**config.mk**
```make
export PLATFORM = sky130hd
export DESIGN_NAME = riscv_next_strategy_btb_ctrl
export DESIGN_NICKNAME = d
export VERILOG_FILES = /design/src/rtl/riscv_next_strategy_btb_ctrl.sv
export SDC_FILE = /design/constraint.sdc
export NUM_CORES = 2
export LEC_CHECK = 0
export CAP_MARGIN = 20
export CORE_MARGIN = 3
export CORE_UTILIZATION = 60
export DETAILED_ROUTE_END_ITERATION = 10
export GPL_TIMING_DRIVEN = 0
export PLACE_DENSITY = 0.94
export SYNTH_ARGS = -nofsm -noshare
export SYNTH_HDL_FRONTEND = slang
export SYNTH_SLANG_ARGS = --single-unit
```
**constraint.sdc**
```tcl
create_clock -name clk -period 7.8 [get_ports clk]
set_input_delay 1.95 -clock clk [delete_from_list [all_inputs] [get_ports clk]]
set_output_delay 1.95 -clock clk [all_outputs]
set_load 0.02 [all_outputs]
```
**src/rtl/riscv_next_strategy_btb_ctrl.sv**
```systemverilog
// riscv_next_strategy_btb_ctrl
//   Learning next-PC injection controller: a small fully-associative table of
//   (branch PC -> target) pairs with saturating confidence counters. Fetch looks
//   the table up combinationally; execute-stage outcomes allocate, train and
//   evict entries.
//
//   Optional feature macro: JP_HARDCODED_SEED_EN
//     Defined: entry 0 is a locked seed entry (pc = HARDCODED_FROM, target =
//     HARDCODED_TO, defaulting to 20 / 44) that is never trained, flushed or
//     evicted; allocation and the victim pointer use entries 1..ENTRIES-1.
//     Undefined: every entry is dynamic.
`ifndef HARDCODED_FROM
`define HARDCODED_FROM 20
`endif
`ifndef HARDCODED_TO
`define HARDCODED_TO 44
`endif
module riscv_next_strategy_btb_ctrl #(
  parameter int unsigned ADDR_WIDTH = 64,
  parameter int unsigned ENTRIES    = 4,
  parameter int unsigned CNT_WIDTH  = 2
) (
  input  logic                  clk,
  input  logic                  nreset,
  input  logic                  enable,
  input  logic                  i_stall,
  input  logic [ADDR_WIDTH-1:0] i_pm_pc,
  output logic                  o_inject,
  output logic [ADDR_WIDTH-1:0] o_inject_addr,
  input  logic                  i_upd_valid,
  input  logic [ADDR_WIDTH-1:0] i_upd_pc,
  input  logic [ADDR_WIDTH-1:0] i_upd_target,
  input  logic                  i_upd_taken,
  input  logic                  i_flush
);

  localparam int unsigned PtrW = (ENTRIES > 1) ? $clog2(ENTRIES) : 1;

`ifdef JP_HARDCODED_SEED_EN
  localparam int unsigned FirstDyn = 1;
  localparam logic [ADDR_WIDTH-1:0] SeedPc  = ADDR_WIDTH'(`HARDCODED_FROM);
  localparam logic [ADDR_WIDTH-1:0] SeedTgt = ADDR_WIDTH'(`HARDCODED_TO);
`else
  localparam int unsigned FirstDyn = 0;
`endif

  localparam logic [PtrW-1:0]      PtrRst  = PtrW'(FirstDyn);
  localparam logic [PtrW-1:0]      PtrLast = PtrW'(ENTRIES - 1);
  localparam logic [CNT_WIDTH-1:0] CntMax  = '1;
  localparam logic [CNT_WIDTH-1:0] CntInit = CNT_WIDTH'(1) << (CNT_WIDTH - 1);
  localparam logic [CNT_WIDTH-1:0] CntOne  = CNT_WIDTH'(1);

  logic                  valid_q [ENTRIES];
  logic                  valid_d [ENTRIES];
  logic [ADDR_WIDTH-1:0] pc_q    [ENTRIES];
  logic [ADDR_WIDTH-1:0] pc_d    [ENTRIES];
  logic [ADDR_WIDTH-1:0] tgt_q   [ENTRIES];
  logic [ADDR_WIDTH-1:0] tgt_d   [ENTRIES];
  logic [CNT_WIDTH-1:0]  cnt_q   [ENTRIES];
  logic [CNT_WIDTH-1:0]  cnt_d   [ENTRIES];
  logic [PtrW-1:0]       ptr_q, ptr_d;

  logic                  lk_hit;
  logic [ADDR_WIDTH-1:0] lk_addr;
  logic                  upd_hit;
  logic [PtrW-1:0]       upd_idx;
  logic                  upd_locked;
  logic                  free_found;
  logic [PtrW-1:0]       free_idx;
  logic [PtrW-1:0]       alloc_idx;

  // Fetch lookup on pre-update state; descending scan so the lowest index wins.
  always_comb begin
    lk_hit  = 1'b0;
    lk_addr = '0;
    for (int i = int'(ENTRIES) - 1; i >= 0; i--) begin
      if (valid_q[i] && (pc_q[i] == i_pm_pc) && cnt_q[i][CNT_WIDTH-1]) begin
        lk_hit  = 1'b1;
        lk_addr = tgt_q[i];
      end
    end
  end

  // Inject only when enabled; address is zeroed otherwise.
  always_comb begin
    o_inject      = enable & lk_hit;
    o_inject_addr = o_inject ? lk_addr : '0;
  end

  // Update-side match (any confidence) and lowest free dynamic slot.
  always_comb begin
    upd_hit    = 1'b0;
    upd_idx    = '0;
    free_found = 1'b0;
    free_idx   = '0;
    for (int i = int'(ENTRIES) - 1; i >= 0; i--) begin
      if (valid_q[i] && (pc_q[i] == i_upd_pc)) begin
        upd_hit = 1'b1;
        upd_idx = PtrW'(i);
      end
    end
    for (int i = int'(ENTRIES) - 1; i >= int'(FirstDyn); i--) begin
      if (!valid_q[i]) begin
        free_found = 1'b1;
        free_idx   = PtrW'(i);
      end
    end
  end

  // A hit on the seed entry must leave it untouched.
`ifdef JP_HARDCODED_SEED_EN
  assign upd_locked = upd_hit && (upd_idx == '0);
`else
  assign upd_locked = 1'b0;
`endif

  // Next-state: flush beats update; nothing moves while stalled or disabled.
  always_comb begin
    valid_d   = valid_q;
    pc_d      = pc_q;
    tgt_d     = tgt_q;
    cnt_d     = cnt_q;
    ptr_d     = ptr_q;
    alloc_idx = free_found ? free_idx : ptr_q;
    if (enable && !i_stall) begin
      if (i_flush) begin
        for (int i = int'(FirstDyn); i < int'(ENTRIES); i++) begin
          valid_d[i] = 1'b0;
          cnt_d[i]   = '0;
        end
        ptr_d = PtrRst;
      end else if (i_upd_valid) begin
        if (upd_hit) begin
          if (!upd_locked) begin
            if (i_upd_taken) begin
              if (cnt_q[upd_idx] != CntMax) begin
                cnt_d[upd_idx] = cnt_q[upd_idx] + CntOne;
              end
              tgt_d[upd_idx] = i_upd_target;
            end else if (cnt_q[upd_idx] <= CntOne) begin
              // Confidence exhausted: drop the entry.
              cnt_d[upd_idx]   = '0;
              valid_d[upd_idx] = 1'b0;
            end else begin
              cnt_d[upd_idx] = cnt_q[upd_idx] - CntOne;
            end
          end
        end else if (i_upd_taken) begin
          // Victim pointer advances only when an eviction is needed.
          if (!free_found) begin
            ptr_d = (ptr_q == PtrLast) ? PtrRst : ptr_q + 1'b1;
          end
          valid_d[alloc_idx] = 1'b1;
          pc_d[alloc_idx]    = i_upd_pc;
          tgt_d[alloc_idx]   = i_upd_target;
          cnt_d[alloc_idx]   = CntInit;
        end
      end
    end
  end

  // Table and victim pointer registers.
  always_ff @(posedge clk or negedge nreset) begin
    if (!nreset) begin
      for (int i = 0; i < int'(ENTRIES); i++) begin
        valid_q[i] <= 1'b0;
        pc_q[i]    <= '0;
        tgt_q[i]   <= '0;
        cnt_q[i]   <= '0;
      end
`ifdef JP_HARDCODED_SEED_EN
      valid_q[0] <= 1'b1;
      pc_q[0]    <= SeedPc;
      tgt_q[0]   <= SeedTgt;
      cnt_q[0]   <= CntMax;
`endif
      ptr_q <= PtrRst;
    end else begin
      valid_q <= valid_d;
      pc_q    <= pc_d;
      tgt_q   <= tgt_d;
      cnt_q   <= cnt_d;
      ptr_q   <= ptr_d;
    end
  end

endmodule

```
==> summary.md <==
| Metric | Value |
|---|---|
| CP delay by family, top | `buffers and inverters` |
| Clock transition at path regs | `0.06 ns` |
| DIE AREA | `0.05227 mm^2` |
| Initial DRT Pass Iterations | `7` |
| Hold path cells | `1` |
| Area of the core | `0.04835 mm^2` |
| # Max-Cap Violations | `0` |
| Hold EP | `tgt_q[195]$_DFFE_PN0P_` |
| Ys async rst share | `1.000` |
| Met2 Use GR | `0.7017` |
| Final Instance Area | `0.03487 mm^2` |
| Initial DRC count | `4052` |
| Reg2Reg Capture Point | `cnt_q[3]$_DFFE_PN0P_` |
| Routability congestion estimate | `about 1.2` |
| Tcrit/Tclk final | `1.025` |
| Vias in the first global route | `25760` |
| Clk root buf | `clkbuf_16` |
| Row count | `80` |
| Slew Limit Fails | `0` |
| R2r startpoint | `pc_q[48]$_DFFE_PN0P_` |
| Slew headroom | `0.1416` |
| Hold Path Origin | `tgt_q[195]$_DFFE_PN0P_` |
| Starting density of the core | `0.6151` |
| Routed WL | `about 130 mm` |
| Avg Synthesized Cell Area | `10.72 um^2` |
| Reg2reg setup slack | `1.63 ns` |
| CP max FO | `10` |
| Failing checks | `negative setup slack` |
| Critical path class | `in -> out` |
| Main synth FF type | `dfrtp_1` |
| I/O Buffers | `175` |
| Post-synthesis sequential area ratio | `0.4426` |
| All-Layer GR Usage | `0.4834` |
| Synth area leaders | `dfrtp_1 44%, mux2_2 18%, xnor2_1 6.6%, xor2_1 5.4%, nand2_1 2.4%` |
| DRC viols | `0` |
| Post-Layout Cell Count | `3723` |
| Leak pwr | `0.01650 uW` |
| Synth warnings | `0` |
| Synth unique cells | `84` |
| CTS tree | `built` |
| Pwr Density | `265.9 mW/mm^2` |
| Area delta synth->final | `17.26%` |
| Buf/Inv on CP | `5` |
| Worst Max-Slew Pin Slew | `1.288 ns` |
| Overflow after GRT | `0` |
| Synth Register Bits | `526` |
| Num CTS Buffers | `57` |
| Final Setup Violations | `15` |
| Placed Area | `0.03245 mm^2` |
| Layout Skew | `approximately 0.047 ns` |
| Critical Path RT | `5.85 ns` |
| Syn Nets | `slightly below 3000` |
| Hold_buf cts | `0` |
| CP Cell Sequence | `dlygate4sd2_1 > inv_4 > o2bb2ai_1 > nor4_4 > nand3_4 > or4_4 > clkbuf_4 > buf_2 > o31ai_1 > mux2_2 > mux2i_1 > nor2_1 > dlygate4sd2_1` |
| Crit-path most repeated cell | `dlygate4sd2_1` |
| Min-delay worst type | `reg -> reg` |
| First-pass GRT wire length | `182.6 mm` |
| Critical Path Start Type | `input port` |
| Antenna Nets Post-Route | `0` |
| DIE HEIGHT | `228.6 um` |
| Layout Nets | `~3200` |
| DR vias/cell | `between 7 and 8` |
| DP Wirelength | `between 90 and 100 mm` |
| Met1 GRT Util | `0.6353` |
| Slowest stage delay, CP | `0.57 ns` |
| Syn Inst Count | `2773` |
| Peak VDD IR | `0.3156 mV` |
| Setup slack after layout | `-0.1977 ns` |
| H-Tree Depth | `2` |
| Worst-Skew Late Latency | `0.67 ns` |
| Yosys top cell area share | `0.4426` |
| Fmax | `125.0 MHz` |
| Hold Vio Cnt, Final | `0` |
| GRT busiest layer | `met2` |
| Met3 Use GR | `0.1868` |
| Ports | `264` |
| Vias | `26360` |
| Clock sink count | `about 530` |
| Die X | `228.6 um` |
| Largest net degree at the start of global routing | `130` |
| Fill count | `3298` |
| Worst setup EP type | `output port` |
| CP max stage cell | `nor4_4` |
| Longest Clk Path Bufs | `3` |
| Initial antenna violation count | `9` |
| CP arrival | `6.05 ns` |
| Post-synth EDFFs | `0` |
| Largest area contributor in the synthesized netlist | `dfrtp_1` |
| Drt wl/cell | `35.81 um` |
| Mapped cell area | `0.02974 mm^2` |
| Fraction of layout cells with a size suffix above 1 | `0.2364` |
| Post-layout min period | `7.998 ns` |
| Placed cells | `3611` |
| Outcome | `complete, but fails checks` |
| R2R depth | `14` |
## synthesized netlist by cell type (11+ instances only)
cell	n
inv_1	148
xnor2_1	224
nand2b_1	42
a221oi_1	12
mux2i_1	71
nor2_1	94
nor4_1	78
clkbuf_1	160
nor2b_1	24
or4_1	12
buf_1	18
o22ai_1	23
o21ai_0	103
nand3_1	20
buf_6	11
xor2_1	184
a21oi_1	18
dfrtp_1	526
o31ai_1	66
nand4_1	102
mux2_2	479
nor3_1	16
nand2_1	190
## layout make-up
cell class | count | area, um^2 | area share
timing repair buffer | 184 | 1968 | 0.05645
tap | 656 | 820.8 | 0.02354
sequential | 526 | 13160 | 0.3775
clock inverter | 28 | 357.8 | 0.01026
multi-input combinational | 1901 | 15440 | 0.4427
buffer | 197 | 924.6 | 0.02652
inverter | 149 | 561.8 | 0.01611
clock buffer | 77 | 1622 | 0.04651
antenna | 5 | 12.51 | 0.0003588
## worst reg2reg max path, cell delays in order (launching register included)
cell	delay (ns)
dfrtp_1	0.41
xnor2_1	0.86
nand4_1	0.18
or4_1	0.80
nor4b_1	1.12
and2_1	0.37
o21ai_0	0.28
nand2_1	0.14
o21ai_0	0.11
or2_2	0.33
ha_1	0.43
nand4b_1	0.13
a31o_2	0.31
or3b_1	0.36
a32oi_1	0.22
## cell usage in the layout, fill, tap and decap left out, types with 24 or more instances in the layout
cell type | synthesis | layout
mux2_2 | 479 | 479
inv_1 | 148 | 144
nor2b_1 | 24 | 24
xor2_1 | 184 | 184
xnor2_1 | 224 | 214
clkbuf_16 | 0 | 57
nand2b_1 | 42 | 42
mux2i_1 | 71 | 71
nor4_1 | 78 | 67
nand2_1 | 190 | 190
o21ai_0 | 103 | 103
o31ai_1 | 66 | 55
nand4_1 | 102 | 102
nor2_1 | 94 | 94
clkbuf_2 | 0 | 34
clkdlybuf4s50_1 | 0 | 93
dfrtp_1 | 526 | 526
clkbuf_1 | 160 | 129
dlymetal6s2s_1 | 0 | 41
## flip-flops by register name, summed over array words and instances (netlist names)
signal / cells
tgt_q: 256
pc_q: 256
cnt_q: 8
ptr_q: 2
valid_q: 4
## through the flow
stage | util | total power, uW | setup TNS [ns] | setup slack (ns) | hold slack (ns)
after floorplan | - | 5198 | 0 | 1.249 | 0.4635
final | 0.7212 | 9271 | -1.238 | -0.1977 | 0.4961
after detailed placement | 0.6712 | 6105 | -100.55 | -1.592 | 0.4846
after global routing | 0.7210 | 9462 | -0.2087 | -0.04191 | 0.5163
after CTS | 0.7176 | 9010 | 0 | 0.003040 | 0.4986
after global placement | 0.6683 | 5991 | -9741.18 | -18.13 | 0.4730
## layer usage
metal | vias to the layer above | wire, um
li1 | 10180 | -
met1 | 13120 | 48530
met4 | 6 | 9347
met3 | 660 | 20110
met5 | - | 36
met2 | 2388 | 55300
## cells by family (layout without fill, tap and decap cells)
family          Yosys count  count (layout)  synth area share
compound gates          300             300           0.06745
xor+xnor                408             408            0.1202
fa+ha+maj                 2               2         0.0008414
buf+inv                 346             635           0.04767
flops                   526             526            0.4426
mux                     559             559            0.2091
other cells               0               5                 0
simple gates            632             632            0.1121
## how the worst max path moves through the flow
stage | start | end | slack, ns | cells past startpoint
3_5_place_dp | i_pm_pc[29] | o_inject_addr[12] | -1.59 | 14
4_1_cts | i_pm_pc[24] | o_inject_addr[46] | 0.003 | 12
2_1_floorplan | i_pm_pc[36] | o_inject_addr[47] | 1.25 | 13
3_3_place_gp | nreset | tgt_q[121]$_DFFE_PN0P_ | -18.13 | 1
6_report | i_pm_pc[17] | o_inject_addr[42] | -0.20 | 13
5_1_grt | i_pm_pc[17] | o_inject_addr[42] | -0.04 | 13
## repair_timing
action                                  4_1_cts  5_1_grt
gates resized for setup                     144       80
endpoints found under the setup margin       65       60
pin swaps                                     2        1
buffers inserted                              1        0
## where the power goes
group	total, uW	internal (uW)	switching [uW]	leakage, uW
combinational	2280	985	1300	0.00885
clock	2920	1660	1250	0.000986
sequential	4070	3390	681	0.00666
Note: power is estimated with default switching activity, not from simulation.
